$ cat config.mk
export PLATFORM = sky130hd
export DESIGN_NAME = stage_memory
export DESIGN_NICKNAME = d
export VERILOG_FILES = /design/src/rtl/stage_memory.sv
export SDC_FILE = /design/constraint.sdc
export NUM_CORES = 1
export LEC_CHECK = 0
export ABC_CLOCK_PERIOD_IN_PS = 1690
export CAP_MARGIN = 20
export CORE_ASPECT_RATIO = 0.8
export CORE_MARGIN = 3
export CORE_UTILIZATION = 39
export DETAILED_ROUTE_END_ITERATION = 8
export PLACE_DENSITY = 0.84
export SYNTH_ARGS = -nofsm -noshare
export SYNTH_HDL_FRONTEND = slang
export SYNTH_SLANG_ARGS = --single-unit
$ cat constraint.sdc
create_clock -name clk -period 1.69 [get_ports clk]
set_clock_uncertainty 0.05 [all_clocks]
set_input_delay 0.169 -clock clk [delete_from_list [all_inputs] [get_ports clk]]
set_output_delay 0.169 -clock clk [all_outputs]
set_load 0.01 [all_outputs]
$ cat src/rtl/stage_memory.sv
// Memory pipeline stage: issues single-outstanding data-memory accesses, resolves
// branches/jumps into a registered redirect and produces registered writeback results.
module stage_memory (
  input  logic        clk,
  input  logic        reset,
  input  logic        mem_valid,
  input  logic [31:0] mem_pc,
  input  logic [31:0] mem_data0,
  input  logic [31:0] mem_data1,
  input  logic        mem_read,
  input  logic        mem_write,
  input  logic        mem_extend,
  input  logic [1:0]  mem_width,
  input  logic        mem_jmp,
  input  logic        mem_br,
  input  logic        mem_br_inv,
  input  logic [4:0]  wb_reg,
  output logic        mem_stall,
  output logic        dmem_req,
  output logic        dmem_we,
  output logic [31:0] dmem_addr,
  output logic [31:0] dmem_wdata,
  output logic [3:0]  dmem_wstrb,
  input  logic        dmem_ack,
  input  logic [31:0] dmem_rdata,
  output logic        br_taken,
  output logic [31:0] br_target,
  output logic        mem_misaligned,
  output logic [31:0] fault_pc,
  output logic        wb_valid,
  output logic [31:0] wb_data,
  output logic [4:0]  wb_reg_r
);

  typedef enum logic [0:0] {StIdle, StBusy} state_e;

  state_e      state_q;
  logic        dmem_req_q, dmem_we_q, br_taken_q, mem_misaligned_q, wb_valid_q;
  logic [31:0] dmem_addr_q, dmem_wdata_q, br_target_q, fault_pc_q, wb_data_q;
  logic [3:0]  dmem_wstrb_q;
  logic [4:0]  wb_reg_q, pend_reg_q;
  logic [1:0]  lo_q, width_q;
  logic        ext_q;

  logic        memop, mis;
  logic [3:0]  strb;
  logic [31:0] wdata, shifted, load_data;

  always_comb begin
    memop = mem_valid & (mem_read | mem_write);
    unique case (mem_width)
      2'd0:    mis = 1'b0;
      2'd1:    mis = mem_data0[0];
      2'd2:    mis = |mem_data0[1:0];
      default: mis = 1'b1;
    endcase
    unique case (mem_width)
      2'd0:    begin strb = 4'b0001 << mem_data0[1:0]; wdata = {4{mem_data1[7:0]}};  end
      2'd1:    begin strb = 4'b0011 << mem_data0[1:0]; wdata = {2{mem_data1[15:0]}}; end
      default: begin strb = 4'b1111;                   wdata = mem_data1;            end
    endcase
    // Lane select uses the address bits captured when the request was issued.
    shifted = dmem_rdata >> {lo_q, 3'b000};
    unique case (width_q)
      2'd0:    load_data = {{24{ext_q & shifted[7]}}, shifted[7:0]};
      2'd1:    load_data = {{16{ext_q & shifted[15]}}, shifted[15:0]};
      default: load_data = shifted;
    endcase
    mem_stall = (state_q == StIdle) ? (memop & ~mis) : ~dmem_ack;
  end

  always_ff @(posedge clk) begin
    if (reset) begin
      state_q          <= StIdle;
      dmem_req_q       <= 1'b0;
      dmem_we_q        <= 1'b0;
      dmem_addr_q      <= '0;
      dmem_wdata_q     <= '0;
      dmem_wstrb_q     <= '0;
      br_taken_q       <= 1'b0;
      br_target_q      <= '0;
      mem_misaligned_q <= 1'b0;
      fault_pc_q       <= '0;
      wb_valid_q       <= 1'b0;
      wb_data_q        <= '0;
      wb_reg_q         <= '0;
      pend_reg_q       <= '0;
      lo_q             <= '0;
      width_q          <= '0;
      ext_q            <= 1'b0;
    end else begin
      br_taken_q       <= 1'b0;
      mem_misaligned_q <= 1'b0;
      wb_valid_q       <= 1'b0;
      unique case (state_q)
        StIdle: begin
          if (memop && mis) begin
            mem_misaligned_q <= 1'b1;
            fault_pc_q       <= mem_pc;
          end else if (memop) begin
            dmem_req_q   <= 1'b1;
            dmem_we_q    <= mem_write;
            dmem_addr_q  <= {mem_data0[31:2], 2'b00};
            dmem_wstrb_q <= mem_write ? strb : 4'b0000;
            dmem_wdata_q <= wdata;
            lo_q         <= mem_data0[1:0];
            width_q      <= mem_width;
            ext_q        <= mem_extend;
            pend_reg_q   <= wb_reg;
            state_q      <= StBusy;
          end else if (mem_valid) begin
            wb_reg_q <= wb_reg;
            if (mem_jmp) begin
              br_taken_q  <= 1'b1;
              br_target_q <= mem_data1;
              wb_valid_q  <= 1'b1;
              wb_data_q   <= mem_data0;
            end else if (mem_br) begin
              br_taken_q  <= mem_data0[0] ^ mem_br_inv;
              br_target_q <= mem_data1;
            end else begin
              wb_valid_q <= 1'b1;
              wb_data_q  <= mem_data0;
            end
          end
        end
        StBusy: begin
          if (dmem_ack) begin
            dmem_req_q <= 1'b0;
            state_q    <= StIdle;
            wb_reg_q   <= pend_reg_q;
            wb_valid_q <= ~dmem_we_q;
            if (!dmem_we_q) wb_data_q <= load_data;
          end
        end
        default: state_q <= StIdle;
      endcase
    end
  end

  assign dmem_req       = dmem_req_q;
  assign dmem_we        = dmem_we_q;
  assign dmem_addr      = dmem_addr_q;
  assign dmem_wdata     = dmem_wdata_q;
  assign dmem_wstrb     = dmem_wstrb_q;
  assign br_taken       = br_taken_q;
  assign br_target      = br_target_q;
  assign mem_misaligned = mem_misaligned_q;
  assign fault_pc       = fault_pc_q;
  assign wb_valid       = wb_valid_q;
  assign wb_data        = wb_data_q;
  assign wb_reg_r       = wb_reg_q;

endmodule

# Word level (Yosys, flattened, before mapping)
# Index checks and enable logic that the tools add are counted.
[word_totals]
latch_bits = 0
ram_bits = 0
inputBits = 145
out_inout_bits = 175
wordCells = 95
regBits = 183
n_memories = 0
mem_bits_ro = 0
[classes]
magnitude_cmp = 0
div = 0
reduce_logical = 13
bitwise = 13
n_addsub = 0
eq_ne = 10
muxes = 39
shifts = 3
mul = 0
[op_table]
columns = ["cell", "n"]
rows = [
  ["$mux 32", 9],
  ["$pmux 32 s2", 3],
  ["$shr 32x5->32", 1],
  ["$mux 5", 4],
  ["$mux 1", 16],
  ["$ne 2x2->1 const B", 6],
  ["$pmux 5 s2", 1],
  ["$pmux 4 s2", 1],
  ["$not 1->1", 7],
  ["$pmux 1 s2", 3],
  ["$reduce_and 3->1", 2],
  ["$reduce_and 6->1", 1],
  ["$reduce_and 5->1", 1],
  ["$reduce_or 5->1", 1],
  ["$and 1x1->1", 4],
  ["$eq 2x1->1 const B", 2],
  ["$logic_not 2->1", 2],
  ["$mux 4", 1],
  ["$reduce_and 4->1", 1],
  ["$reduce_or 2->1", 2],
  ["$shl 1x2->4 const A", 1],
  ["$shl 2x2->4 const A", 1],
  ["$ne 3x3->1 const B", 1],
  ["$pmux 1 s3", 1],
  ["6 further kinds", 6],
]

# Depth between registers and ports, before layout
# Gate-level depths: netlist (run 1).
[depth]
ltp_word = 6
ltp_mapped = 7
mapped_depth_nobuf = 4

# Worst setup path before layout (run 1)
# No wires, ideal clock.
[synth_path]
path_kind = "reg-to-reg"
from = "reg lo_q[0]"
to = "reg wb_data_q[21] (netlist: wb_data[21])"
arrival_time_ns = 1.578
setup_time_ns = 0.144
stages_incl_launch_ff = 8
n_path_buf = 3
synth_period_minus_slack_ns = 1.772
slack_ns = -0.082
t_required_ns = 1.496
path_cell_list = "dfxtp_1 buf_4 nand2b_1 buf_2 o221ai_1 nand4b_1 clkbuf_1 a21oi_1"
[synth_between]
elab_chain_len = 6
elab_cells_between_ends = 7
cone_classes = "shift (1); mux (4); bitwise (2)"
[synth_rtl]
columns = ["element", "line", "text"]
rows = [
  ["start, declared", "42", "logic [1:0] lo_q, width_q;"],
  ["start signal, assigned", "106", "lo_q <= mem_data0[1:0];"],
  ["$shr 32x5->32 (*)", "63", "shifted = dmem_rdata >> {lo_q, 3'b000};"],
  ["$and 1x1->1 (on tied branches)", "66, 65", ""],
  ["$pmux 32 s2 (*)", "64", "unique case (width_q)"],
  ["$mux 32 (*)", "133", "if (!dmem_we_q) wb_data_q <= load_data;"],
  ["$mux 32 (*)", "128", "if (dmem_ack) begin"],
  ["$pmux 32 s2 (*)", "95", "unique case (state_q)"],
  ["end signal, assigned", "117", "wb_data_q <= mem_data0;"],
  ["end signal, assigned", "123", "wb_data_q <= mem_data0;"],
  ["end signal, assigned", "133", ""],
  ["end, declared", "39", "logic [31:0] dmem_addr_q, dmem_wdata_q, br_target_q, fault_pc_q, wb_data_q;"],
]
# Every way passes the cells marked *; elsewhere a longest branch is shown, timed or not. The select of a mux whose other input is x is not followed.
# A chain may end at the register's enable or synchronous reset.

# Worst setup path in the final report (run 1)
[layout_path]
from = "reg state_q"
to = "reg wb_data_q[21] (netlist: wb_data[21])"
[layout_between]
elab_chain_len = 3
elab_cells_between_ends = 9
cone_classes = "eq/ne (6); mux (1); bitwise (1); reduce/logical (1)"
[layout_rtl]
columns = ["element", "line", "text"]
rows = [
  ["start, declared", "37", "state_e state_q;"],
  ["start signal, assigned", "74", "state_q <= StIdle;"],
  ["start signal, assigned", "110", "state_q <= StBusy;"],
  ["start signal, assigned", "130", "state_q <= StIdle;"],
  ["$not 1->1 (no source line)", "--", ""],
  ["$ne 3x3->1 (no source line) or $ne 2x2->1 (tied branches)", "--", ""],
  ["$reduce_and 6->1 (no source line)", "--", ""],
]
# Parallel ways exist; a longest one is shown, timed or not.

==> reports/results.tsv, run 1 <==
stage	metric	value	unit
run_status	outcome	finished with violations	
run_status	failing checks	setup timing	
clock_tree	clk_lat worst skew	420	ps
grt	global-route wire length before repair	44590	um
clock_tree	H-tree depth	4	
die	Die ar.	22200	sq um
synthesis	syn_area_per_cell	8.497	sq um
worst_hold_path	WHS Path Cells	3	
clock_tree	Sink Count	183	
power_and_ir_drop	internal power	0.007776	W
die	Die Wd	165.8	um
timing	fmax	0.5737	GHz
setup_path	Critical Path AT	2050	ps
synthesis	Seq cells post-synth	183	
die	starting density of the core	40.02	%
final_layout	Final Instance Count excl. Fillers	1561	
grt	GRT Residual Overflow	0	
power_and_ir_drop	Sw Pwr	0.003038	W
timing	RSZ-0062 raised after global routing	true	
place	DP Area	11880	sq um
setup_path	crit path kind	reg -> reg	
synthesis	Post-Synth XOR/XNOR Area	0.1099	%
synthesis	sequential fraction of the synthesis area	45.97	%
grt	vias in the first global route	8122	
detailed_routing	drt via density	5.372	
final_layout	layout overhead on the synthesized area	59.92	%
power_and_ir_drop	Seq pwr share	43.1	%
timing	Slew headroom	53.98	%
final_layout	Final Instance Area	12750	sq um
final_layout	Nets	1427	
synthesis	Yosys warning count	0	
detailed_routing	Vias	8385	
power_and_ir_drop	Clk pwr share	36.9	%
synthesis	dominant synthesized flop cell	dfxtp_1	
clock_tree	CTS tree	done	
die	I/O Pins	320	
synthesis	largest family of logic cells by synthesized area	compound AO/OA/AOI/OAI gates	
synthesis	Cells after Synth	938	
place	DP HPWL	21310	um
synthesis	post-synthesis cell type count	45	
detailed_routing	Starting DRT DRC Count	697	
final_layout	filler cell count	1678	
power_and_ir_drop	Power Dens Cells	848.4	nW/um^2
place	port bufs	317	
clock_tree	clock buffer depth	2	
timing	Final Hold Fails	0	
synthesis	top cells by area, synth	dfxtp_1 (46%), mux2i_1 (12%), nand2_1 (10%)	
synthesis	Async SR Flop Fraction	0	%
synthesis	adder-cell share of the synthesized area	0	%
setup_path	crit path max fanout	5	
timing	Worst Tran Pin Value	687.7	ps
synthesis	area leader, netlist	dfxtp_1	
detailed_routing	final WL	29310	um
grt	initial antenna violation count	2	
timing	Hold Worst Slack	196.2	ps
place	RD Place Congestion	0.8967	
clock_tree	root buffer cell	clkbuf_16	
die	# rows	46	
synthesis	Cell Area, Synth	7970	sq um
place	Cells after DPL	1516	
power_and_ir_drop	Peak VDD IR	0.6179	mV
setup_path	Worst Setup Start Kind	flop	
grt	GRT Total Usage	24.70	%
synthesis	mux share of post-synthesis cell area	11.84	%
synthesis	area fraction in compound gates after synthesis	20.28	%
synthesis	top cell type's share of synthesized area	45.97	%
synthesis	simple-gate share of the synthesized area	16.62	%
job	# Max-Cap Violations	0	
clock_tree	Num CTS Buffers	17	
timing	final setup violating endpoints	18	
timing	slack of the critical path	-53.01	ps
clock_tree	Worst-path clk slew	70	ps
detailed_routing	drt pass-1 iters	5	
synthesis	Post-synth top cells	nand2_1 (218), dfxtp_1 (183), a21oi_1 (128)	
die	core area	19910	sq um
power_and_ir_drop	Pleak	4.561	nW
synthesis	Post-synth EDFFs	0	
power_and_ir_drop	Gate power share	20.0	%
timing	fin crit share	103.1	%
detailed_routing	Final ANT Viol Nets	0	
setup_path	Data required, critical path	1990	ps
timing	Slew Limit Fails	0	
die	die span in y	133.9	um
synthesis	most frequent cell after synthesis	nand2_1	
detailed_routing	Avg WL per Cell	18.78	um
worst_hold_path	hold crit path type	in -> reg	
setup_path	Reg2Reg Depth	6	
detailed_routing	# DRC	0	
power_and_ir_drop	Switching Share	28.10	%
setup_path	critical path endpoint category	flop	
clock_tree	CTS hold repair buffers	0	
grt	pin count of the biggest net entering global routing	70	
timing	Tmin final	1743	ps
final_layout	layout cells sized above 1	13.51	%
power by group through the flow:
stage	Sequential (W)	Combinational [W]	Clock [W]
floorplan	0.00484	0.000764	0
global placement	0.00475	0.00203	0
detailed placement	0.00476	0.00207	0
CTS	0.00466	0.00209	0.00407
global route	0.00469	0.00231	0.00423
finish	0.00466	0.00216	0.00399
final cells by class:
| cell class | count | area, sq um | area share [%] |
|---|---|---|---|
| timing repair buffer | 405 | 4091 | 32.10 |
| multi-input combinational | 665 | 4029 | 31.61 |
| sequential | 183 | 3669 | 28.78 |
| clock buffer | 17 | 425.4 | 3.338 |
| tap | 264 | 330.3 | 2.592 |
| clock inverter | 15 | 158.9 | 1.247 |
| inverter | 10 | 37.54 | 0.2945 |
| antenna | 2 | 5.005 | 0.03927 |
cells in the final DEF (no fill, tap or decap), drive strengths merged, types with 10 or more instances in the layout:
master	count
mux2i	92
dfxtp	183
a221oi	16
nand2	218
nor2	62
clkbuf	22
clkdlybuf4s50	313
a211oi	22
inv	18
o21ai	34
o221ai	10
a21oi	137
buf	85
through the flow:
step	util (%)	power [W]	setup TNS [ps]	worst slack, ps
after CTS	62.75	0.01081	0	1.800
after floorplan	-	0.005600	0	7.084
after global placement	59.66	0.006774	-52950	-408.4
after detailed placement	59.66	0.006823	-60980	-504.6
final	64.00	0.01081	-666.5	-53.01
after global routing	64.00	0.01122	-3052	-106.4
repair_timing:
| action | CTS | global route |
|---|---|---|
| endpoints found under the hold margin | 0 | 0 |
| endpoints found under the setup margin | 37 | 88 |
| pin swaps | 1 | 3 |
| gates cloned | 0 | 6 |
| setup buffers | 1 | 4 |
| gates resized for setup | 18 | 19 |
layer usage:
layer | share of wire, % | vias up | GRT usage, %
li1 | - | 3963 | -
met3 | 8.7 | 57 | 7.513
met2 | 45 | 395 | 38.78
met1 | 44 | 3970 | 32.78
met4 | 2.5 | 0 | 7.991
met5 | 0 | - | 0
logic make-up (layout without fill, tap and decap cells):
| group | count (synthesis) | after routing |
|---|---|---|
| flops | 183 | 183 |
| mux | 93 | 93 |
| buf+inv | 91 | 447 |
| other cells | 1 | 4 |
| simple gates | 318 | 318 |
| compound gates | 251 | 251 |
| xor+xnor | 1 | 1 |
registers in the layout (all words and copies together), names as in the netlist:
register,count
ext_q,1
width_q,2
wb_valid,1
lo_q,2
br_taken,1
pend_reg_q,5
dmem_we,1
dmem_addr,30
fault_pc,32
dmem_req,1
br_target,32
dmem_wdata,32
wb_data,32
mem_misaligned,1
dmem_wstrb,4
wb_reg_r,5
state_q,1
worst max-delay path: stages (launching register included):
cell	delay (ps)
dfxtp_4	370
or4b_4	530
nor3_4	240
buf_6	160
buf_12	120
a221oi_1	80
a21oi_1	130
worst paths after layout:
check	start	to	slack (ps)
hold reg to reg	dmem_wdata[3]	dmem_wdata[3]	400
setup / recovery	state_q	wb_data[21]	-50
setup reg to reg	state_q	wb_data[21]	-50
hold / removal	reset	dmem_wstrb[3]	200
Power figures use the tool's default switching activity.
==> run 2: changes to the inputs <==
- SLEW_MARGIN: not set -> 20
==> results of run 2 <==
Same layout as run 1: the final DEF is identical, and so are final timing and power.
